===== config.mk =====
export PLATFORM = sky130hd
export DESIGN_NAME = obj_row_sequencer_flat
export DESIGN_NICKNAME = d
export VERILOG_FILES = /design/src/rtl/obj_pkg.sv /design/src/rtl/obj_row_sequencer_if.sv /design/src/rtl/obj_flip_unit.sv /design/src/rtl/obj_row_sequencer.sv /design/src/flat_wrapper.sv
export SDC_FILE = /design/constraint.sdc
export NUM_CORES = 1
export LEC_CHECK = 0
export CORE_ASPECT_RATIO = 0.8
export CORE_MARGIN = 5
export CORE_UTILIZATION = 56
export CTS_BUF_LIST = sky130_fd_sc_hd__clkbuf_4
export CTS_CLUSTER_DIAMETER = 80
export DETAILED_ROUTE_END_ITERATION = 7
export GPL_TIMING_DRIVEN = 0
export PLACE_DENSITY = 0.86
export SETUP_SLACK_MARGIN = 0.5
export SLEW_MARGIN = 20
export SYNTH_ARGS = -nofsm -noshare
export SYNTH_HDL_FRONTEND = slang
export SYNTH_SLANG_ARGS = --single-unit

===== constraint.sdc =====
create_clock -name clock -period 12.6 [get_ports clock]
set_clock_uncertainty 0.15 [all_clocks]
set_input_delay 1.26 -clock clock [delete_from_list [all_inputs] [get_ports clock]]
set_output_delay 1.26 -clock clock [all_outputs]
set_load 0.01 [all_outputs]

===== src/rtl/obj_pkg.sv =====
// Shared types and constants for the OBJ row fetch path.
package obj_pkg;

    localparam int unsigned SCREEN_W_DEF     = 240;
    localparam int unsigned VRAM_AW_DEF      = 15;
    localparam int unsigned OBJ_TILE_BYTES   = 32;
    localparam int unsigned OBJ_2D_ROW_TILES = 32;

    typedef enum logic [1:0] {
        IDLE  = 2'd0,
        CHECK = 2'd1,
        RUN   = 2'd2,
        DONE  = 2'd3
    } obj_seq_state_t;

    // Sprite attributes captured at start for the whole row walk
    typedef struct packed {
        logic [8:0] obj_x;
        logic [7:0] hsize;
        logic [7:0] vsize;
        logic       hflip;
        logic       vflip;
        logic [9:0] tile_base;
        logic       bpp8;
        logic       map_1d;
    } obj_attr_t;

endpackage


===== src/rtl/obj_row_sequencer_if.sv =====
// OBJ VRAM byte-address request channel (valid/ready).
interface obj_row_sequencer_if #(
    parameter int unsigned VRAM_AW = 15
);
    logic               req_valid;
    logic               req_ready;
    logic [VRAM_AW-1:0] req_addr;
    logic               req_nib;
    logic [7:0]         req_sx;

    modport master (
        output req_valid,
        output req_addr,
        output req_nib,
        output req_sx,
        input  req_ready
    );

    modport slave (
        input  req_valid,
        input  req_addr,
        input  req_nib,
        input  req_sx,
        output req_ready
    );
endinterface


===== src/rtl/obj_flip_unit.sv =====
// Maps sprite-local pixel coordinates through horizontal/vertical flip.
module obj_flip_unit (
    input  logic [5:0] x,
    input  logic [5:0] y,
    input  logic [7:0] hsize,
    input  logic [7:0] vsize,
    input  logic       hflip,
    input  logic       vflip,
    output logic [5:0] fx_c,
    output logic [5:0] fy_c
);
    logic [5:0] x_max_c;
    logic [5:0] y_max_c;

    // 64-pixel sprites wrap to 63 in the 6-bit domain, which is the intended maximum
    always_comb begin
        x_max_c = 6'(hsize - 8'd1);
        y_max_c = 6'(vsize - 8'd1);
        fx_c    = hflip ? (x_max_c - x) : x;
        fy_c    = vflip ? (y_max_c - y) : y;
    end
endmodule


===== src/rtl/obj_row_sequencer.sv =====
// Walks one sprite's row on the current scanline and issues one VRAM byte request per visible pixel.
module obj_row_sequencer
    import obj_pkg::*;
#(
    parameter int unsigned SCREEN_W = SCREEN_W_DEF,
    parameter int unsigned VRAM_AW  = VRAM_AW_DEF
) (
    input  logic                clock,
    input  logic                rst_n,
    input  logic                start,
    input  logic                abort,
    input  logic [7:0]          scanline,
    input  logic [8:0]          obj_x,
    input  logic [7:0]          obj_y,
    input  logic [7:0]          hsize,
    input  logic [7:0]          vsize,
    input  logic                hflip,
    input  logic                vflip,
    input  logic [9:0]          tile_base,
    input  logic                bpp8,
    input  logic                map_1d,
    obj_row_sequencer_if.master req,
    output logic                busy,
    output logic                done
);
    localparam int unsigned AW = VRAM_AW + 1;

    obj_seq_state_t     state_q, state_d;
    obj_attr_t          attr_q, attr_d;
    logic [7:0]         dy_q, dy_d;
    logic [6:0]         px_q, px_d;
    logic               last_q, last_d;
    logic               req_valid_d;
    logic [VRAM_AW-1:0] req_addr_d;
    logic               req_nib_d;
    logic [7:0]         req_sx_d;
    logic               busy_d;
    logic               done_d;

    logic [5:0]         fx_c, fy_c;
    logic [8:0]         sx_c;
    logic               visible_c;
    logic [AW-1:0]      stride_c, tile_c, addr_c;

    obj_flip_unit u_flip (
        .x     (px_q[5:0]),
        .y     (dy_q[5:0]),
        .hsize (attr_q.hsize),
        .vsize (attr_q.vsize),
        .hflip (attr_q.hflip),
        .vflip (attr_q.vflip),
        .fx_c  (fx_c),
        .fy_c  (fy_c)
    );

    // Screen position and byte address of the pixel currently selected by px
    always_comb begin
        sx_c      = attr_q.obj_x + 9'(px_q);
        visible_c = 32'(sx_c) < SCREEN_W;
        stride_c  = attr_q.map_1d ? (AW'(attr_q.hsize >> 3) << attr_q.bpp8)
                                  : AW'(OBJ_2D_ROW_TILES);
        tile_c    = AW'(attr_q.tile_base) + AW'(fy_c[5:3]) * stride_c
                  + (AW'(fx_c[5:3]) << attr_q.bpp8);
        addr_c    = tile_c * AW'(OBJ_TILE_BYTES)
                  + (attr_q.bpp8 ? AW'({fy_c[2:0], fx_c[2:0]})
                                 : AW'({fy_c[2:0], fx_c[2:1]}));
    end

    // Next-state and next-output logic
    always_comb begin
        state_d     = state_q;
        attr_d      = attr_q;
        dy_d        = dy_q;
        px_d        = px_q;
        last_d      = last_q;
        req_valid_d = req.req_valid;
        req_addr_d  = req.req_addr;
        req_nib_d   = req.req_nib;
        req_sx_d    = req.req_sx;

        if (abort) begin
            state_d     = IDLE;
            req_valid_d = 1'b0;
        end else begin
            case (state_q)
                IDLE: begin
                    if (start) begin
                        attr_d.obj_x     = obj_x;
                        attr_d.hsize     = hsize;
                        attr_d.vsize     = vsize;
                        attr_d.hflip     = hflip;
                        attr_d.vflip     = vflip;
                        attr_d.tile_base = tile_base;
                        attr_d.bpp8      = bpp8;
                        attr_d.map_1d    = map_1d;
                        dy_d             = scanline - obj_y;
                        state_d          = CHECK;
                    end
                end
                CHECK: begin
                    if (dy_q >= attr_q.vsize) begin
                        state_d = DONE;
                    end else begin
                        px_d    = 7'd0;
                        last_d  = 1'b0;
                        state_d = RUN;
                    end
                end
                RUN: begin
                    // A new pixel is selected only when the output slot is free or draining
                    if (!req.req_valid || req.req_ready) begin
                        req_valid_d = 1'b0;
                        if (last_q) begin
                            state_d = DONE;
                        end else begin
                            if (visible_c) begin
                                req_valid_d = 1'b1;
                                req_addr_d  = addr_c[VRAM_AW-1:0];
                                req_nib_d   = attr_q.bpp8 ? 1'b0 : fx_c[0];
                                req_sx_d    = sx_c[7:0];
                            end
                            if ({1'b0, px_q} == attr_q.hsize - 8'd1) begin
                                last_d = 1'b1;
                            end else begin
                                px_d = px_q + 7'd1;
                            end
                        end
                    end
                end
                DONE: begin
                    req_valid_d = 1'b0;
                    state_d     = IDLE;
                end
                default: begin
                    req_valid_d = 1'b0;
                    state_d     = IDLE;
                end
            endcase
        end

        busy_d = (state_d == CHECK) || (state_d == RUN);
        done_d = (state_d == DONE);
    end

    always_ff @(posedge clock or negedge rst_n) begin
        if (!rst_n) begin
            state_q       <= IDLE;
            attr_q        <= '0;
            dy_q          <= 8'd0;
            px_q          <= 7'd0;
            last_q        <= 1'b0;
            req.req_valid <= 1'b0;
            req.req_addr  <= '0;
            req.req_nib   <= 1'b0;
            req.req_sx    <= 8'd0;
            busy          <= 1'b0;
            done          <= 1'b0;
        end else begin
            state_q       <= state_d;
            attr_q        <= attr_d;
            dy_q          <= dy_d;
            px_q          <= px_d;
            last_q        <= last_d;
            req.req_valid <= req_valid_d;
            req.req_addr  <= req_addr_d;
            req.req_nib   <= req_nib_d;
            req.req_sx    <= req_sx_d;
            busy          <= busy_d;
            done          <= done_d;
        end
    end
endmodule

===== src/flat_wrapper.sv =====
// flat-port wrapper written by rule: the top's interface ports become plain ports
module obj_row_sequencer_flat import obj_pkg::*;
#(
    parameter int unsigned SCREEN_W = SCREEN_W_DEF,
    parameter int unsigned VRAM_AW  = VRAM_AW_DEF
)
  (clock, rst_n, start, abort, scanline, obj_x, obj_y, hsize, vsize, hflip, vflip, tile_base, bpp8, map_1d, busy, done, req_req_valid, req_req_addr, req_req_nib, req_req_sx, req_req_ready);
  obj_row_sequencer_if #(.VRAM_AW(VRAM_AW)) req_i ();
  input  logic clock;
  input  logic rst_n;
  input  logic start;
  input  logic abort;
  input  logic [7:0] scanline;
  input  logic [8:0] obj_x;
  input  logic [7:0] obj_y;
  input  logic [7:0] hsize;
  input  logic [7:0] vsize;
  input  logic hflip;
  input  logic vflip;
  input  logic [9:0] tile_base;
  input  logic bpp8;
  input  logic map_1d;
  output logic busy;
  output logic done;
  output wire logic [$bits(req_i.req_valid)-1:0] req_req_valid;
  output wire logic [$bits(req_i.req_addr)-1:0] req_req_addr;
  output wire logic [$bits(req_i.req_nib)-1:0] req_req_nib;
  output wire logic [$bits(req_i.req_sx)-1:0] req_req_sx;
  input wire logic [$bits(req_i.req_ready)-1:0] req_req_ready;
  assign req_req_valid = req_i.req_valid;
  assign req_req_addr = req_i.req_addr;
  assign req_req_nib = req_i.req_nib;
  assign req_req_sx = req_i.req_sx;
  assign req_i.req_ready = req_req_ready;
  obj_row_sequencer #(.SCREEN_W(SCREEN_W), .VRAM_AW(VRAM_AW)) u_core (.clock(clock), .rst_n(rst_n), .start(start), .abort(abort), .scanline(scanline), .obj_x(obj_x), .obj_y(obj_y), .hsize(hsize), .vsize(vsize), .hflip(hflip), .vflip(vflip), .tile_base(tile_base), .bpp8(bpp8), .map_1d(map_1d), .req(req_i), .busy(busy), .done(done));
endmodule

==> flow_summary.json <==
{
  "outcome": "completed",
  "post_cts_buffers": 0,
  "cts_root_buf": "clkbuf_4",
  "synthCells": 640,
  "antenna_left": 0,
  "cts_tree": "yes",
  "worst_pin_slew_ns": 1.01,
  "grt_pass1_vias": 5173,
  "whs_path_depth": 1,
  "gp_congestion": 0.860,
  "vias": 5048,
  "multi_input_area_um2": 3920,
  "finalHoldViolations": 0,
  "antenna_found_initial": 0,
  "relSlewSlack": 0.324,
  "gr-usage-met1": 0.302,
  "grt_overflow": 0,
  "hold_start": "u_core.req.req_addr[0]",
  "die_area_um2": 13700,
  "firstDrtPassIters": 5,
  "drv_cap": 0,
  "startpoint_type": "flop",
  "regArea_um2": 2100,
  "crit_path_end_kind": "flop",
  "nets": 876,
  "die_x_um": 130,
  "avgRoutedWirePerCell_um": 16.4,
  "rsz0062_at_grt": "no",
  "dr.first_iter.drc_count": 306,
  "holdCritPathClass": "flop to flop",
  "yosysSeqAreaShare": 0.327,
  "syn_area_um2": 6430,
  "clock_latency_ns": 0.45,
  "min_to": "u_core.req.req_addr[0]",
  "synth_edf_count": 0,
  "syn-num-nets": 778,
  "min_period_over_period": 0.515,
  "initial_core_util": 0.565,
  "htree_levels": 3,
  "synth-seq-cells": 84,
  "cts_hold_buf": 0,
  "slew_viol_final": 0,
  "arrival_ns": 6.68,
  "r2r_end": "u_core.req.req_addr[12]",
  "whs_ns": 0.368,
  "utilization": 0.670,
  "synth_warnings": 0,
  "grtUsageMet3": 0.0410,
  "synth_cell_types": 69,
  "drive_gt1_frac": 0.135,
  "fmax_ghz": 0.154,
  "postSynthAreaPerCell_um2": 10.1,
  "critPathLaunch": "u_core.attr_q[22]",
  "num_rows": 35,
  "crit_type": "flop to flop",
  "area_growth_pct": 18.7,
  "cts.path.max_buffers": 2,
  "crit_fanout": 6,
  "cts.clk_slew.worst_paths_ns": 0.13,
  "yosys_most_used_dff": "dfrtp_1",
  "core_region_area_um2": 11400,
  "period_needed_ns": 6.49,
  "cts_buffers": 9,
  "via_per_inst": 5.67,
  "hpwlAfterDp_um": 11700,
  "cts_sinks": 84,
  "wirelength_um": 14600,
  "pin_count": 87,
  "cts_resized": 0,
  "grt_pass1_wl_um": 24700,
  "die_h_um": 106,
  "grt_max_degree": 48,
  "async_flop_share": 1.00,
  "grt_usage": 0.222,
  "r2r-start": "u_core.attr_q[22]",
  "n_fill_cell": 915,
  "required_ns": 12.79,
  "drc_errors": 0,
  "fin_setup_tns_ns": 0,
  "met2_usage": 0.362,
  "reg2reg_depth": 19,
  "setup_viol": 0,
  "rrSetupSlack_ns": 6.11,
  "grt_busiest_layer": "met2",
  "io_buffers": 86,
  "n_antenna_cell": 0
}
## cell usage in the layout (no fill, tap or decap), drive strengths merged, types with 4 or more instances in the layout
cell type / n
a21oi: 28
nand2: 42
a211o: 7
nor3: 7
nor2b: 11
mux2i: 11
o22ai: 4
buf: 7
or2: 4
or4: 4
and3: 8
o21a: 12
ha: 60
a21o: 10
o31ai: 7
nor2: 36
nand2b: 6
o211ai: 4
o21ai: 28
xor2: 13
fa: 18
clkbuf: 22
nand3: 10
dfrtp: 84
mux2: 63
inv: 81
clkdlybuf4s50: 85
xnor2: 18
a21boi: 4
## synthesized netlist by cell type, drive strengths merged (2+ instances only)
cell,number,share of area
xnor2,18,0.025
o21a,12,0.014
mux2,63,0.12
o22ai,4,0.0060
nor3b,3,0.0043
or4,4,0.0047
clkbuf,12,0.0070
fa,18,0.056
nand3b,2,0.0023
nor2b,11,0.011
or3b,2,0.0027
a211oi,3,0.0043
nand2,42,0.025
or4bb,2,0.0035
a21boi,4,0.0047
o311ai,2,0.0027
dfrtp,84,0.33
xor2,13,0.018
o21bai,3,0.0035
nor3,7,0.0054
nand3,10,0.0086
o211ai,4,0.0047
inv,81,0.047
or2,4,0.0039
a211o,7,0.0095
mux2i,11,0.017
nand4,3,0.0029
ha,60,0.12
o21ai,28,0.022
and3,8,0.0078
a221oi,3,0.0041
nor2,36,0.021
a21oi,28,0.022
and2,2,0.0023
buf,5,0.0099
o31ai,7,0.0082
nand2b,6,0.0058
a21o,10,0.012
## kinds of logic after synthesis
logic type               count (synthesis)  synth area share
AO/OA/AOI/OAI                          126             0.133
flip-flops                              84             0.327
buffers and inverters                   98            0.0642
AND/OR/NAND/NOR                        148             0.118
multiplexers                            74             0.138
adder cells (fa/ha/maj)                 78             0.173
XOR/XNOR                                32            0.0459
## how the worst max path moves through the flow
stage	slack (ns)	endpoint
after floorplan	6.68	u_core.req.req_addr[12]
after global placement	6.32	u_core.req.req_addr[12]
after detailed placement	6.18	u_core.req.req_addr[12]
after CTS	6.15	u_core.req.req_addr[12]
after global routing	5.71	u_core.req.req_addr[12]
final	6.11	u_core.req.req_addr[12]
## registers in the layout, indices dropped and copies added, names as in the netlist, 2 cells and up
register and flops:
u_core.attr_q 39, u_core.state_q 2, u_core.req.req_addr 15, u_core.dy_q 8, u_core.px_q 7, u_core.req.req_sx 8
## through the flow
stage	worst slack (ns)	cells	area, µm²
after floorplan	6.68	640	6430
after global placement	6.32	874	7480
after detailed placement	6.18	875	7500
after CTS	6.15	890	7630
after global routing	5.71	890	7630
final	6.11	890	7630
## metal layers
layer  wire length [µm]  vias up
li1                   -     2412
met1               6620     2487
met3                732       19
met4                257        0
met5                  0        -
met2               7010      130
## critical path: stages, from the launching register on
cell,delay (ns)
dfrtp_1,0.48
inv_1,0.09
ha_1,0.17
or3b_1,0.41
xnor2_1,0.15
ha_1,0.34
a21o_1,0.20
or4b_2,0.64
and3_1,0.22
o31ai_1,0.28
fa_1,0.49
fa_1,0.51
inv_1,0.06
ha_1,0.30
a211oi_1,0.31
nor3b_2,0.15
nor4b_1,0.77
o211ai_1,0.22
xnor2_1,0.17
mux2_4,0.26
## area by class of cell
class                           count  area share
Buffer                             17      0.0143
Clock buffer                       10     0.00984
Clock inverter                      5     0.00705
Inverter                           81      0.0398
Multi-Input combinational cell    458       0.513
Sequential cell                    84       0.275
Tap cell                          148      0.0243
Timing Repair Buffer               87       0.116
Power is left out: the tool's default activity adds up to more than one toggle a clock period on the data nets, which glitch-free logic cannot reach.
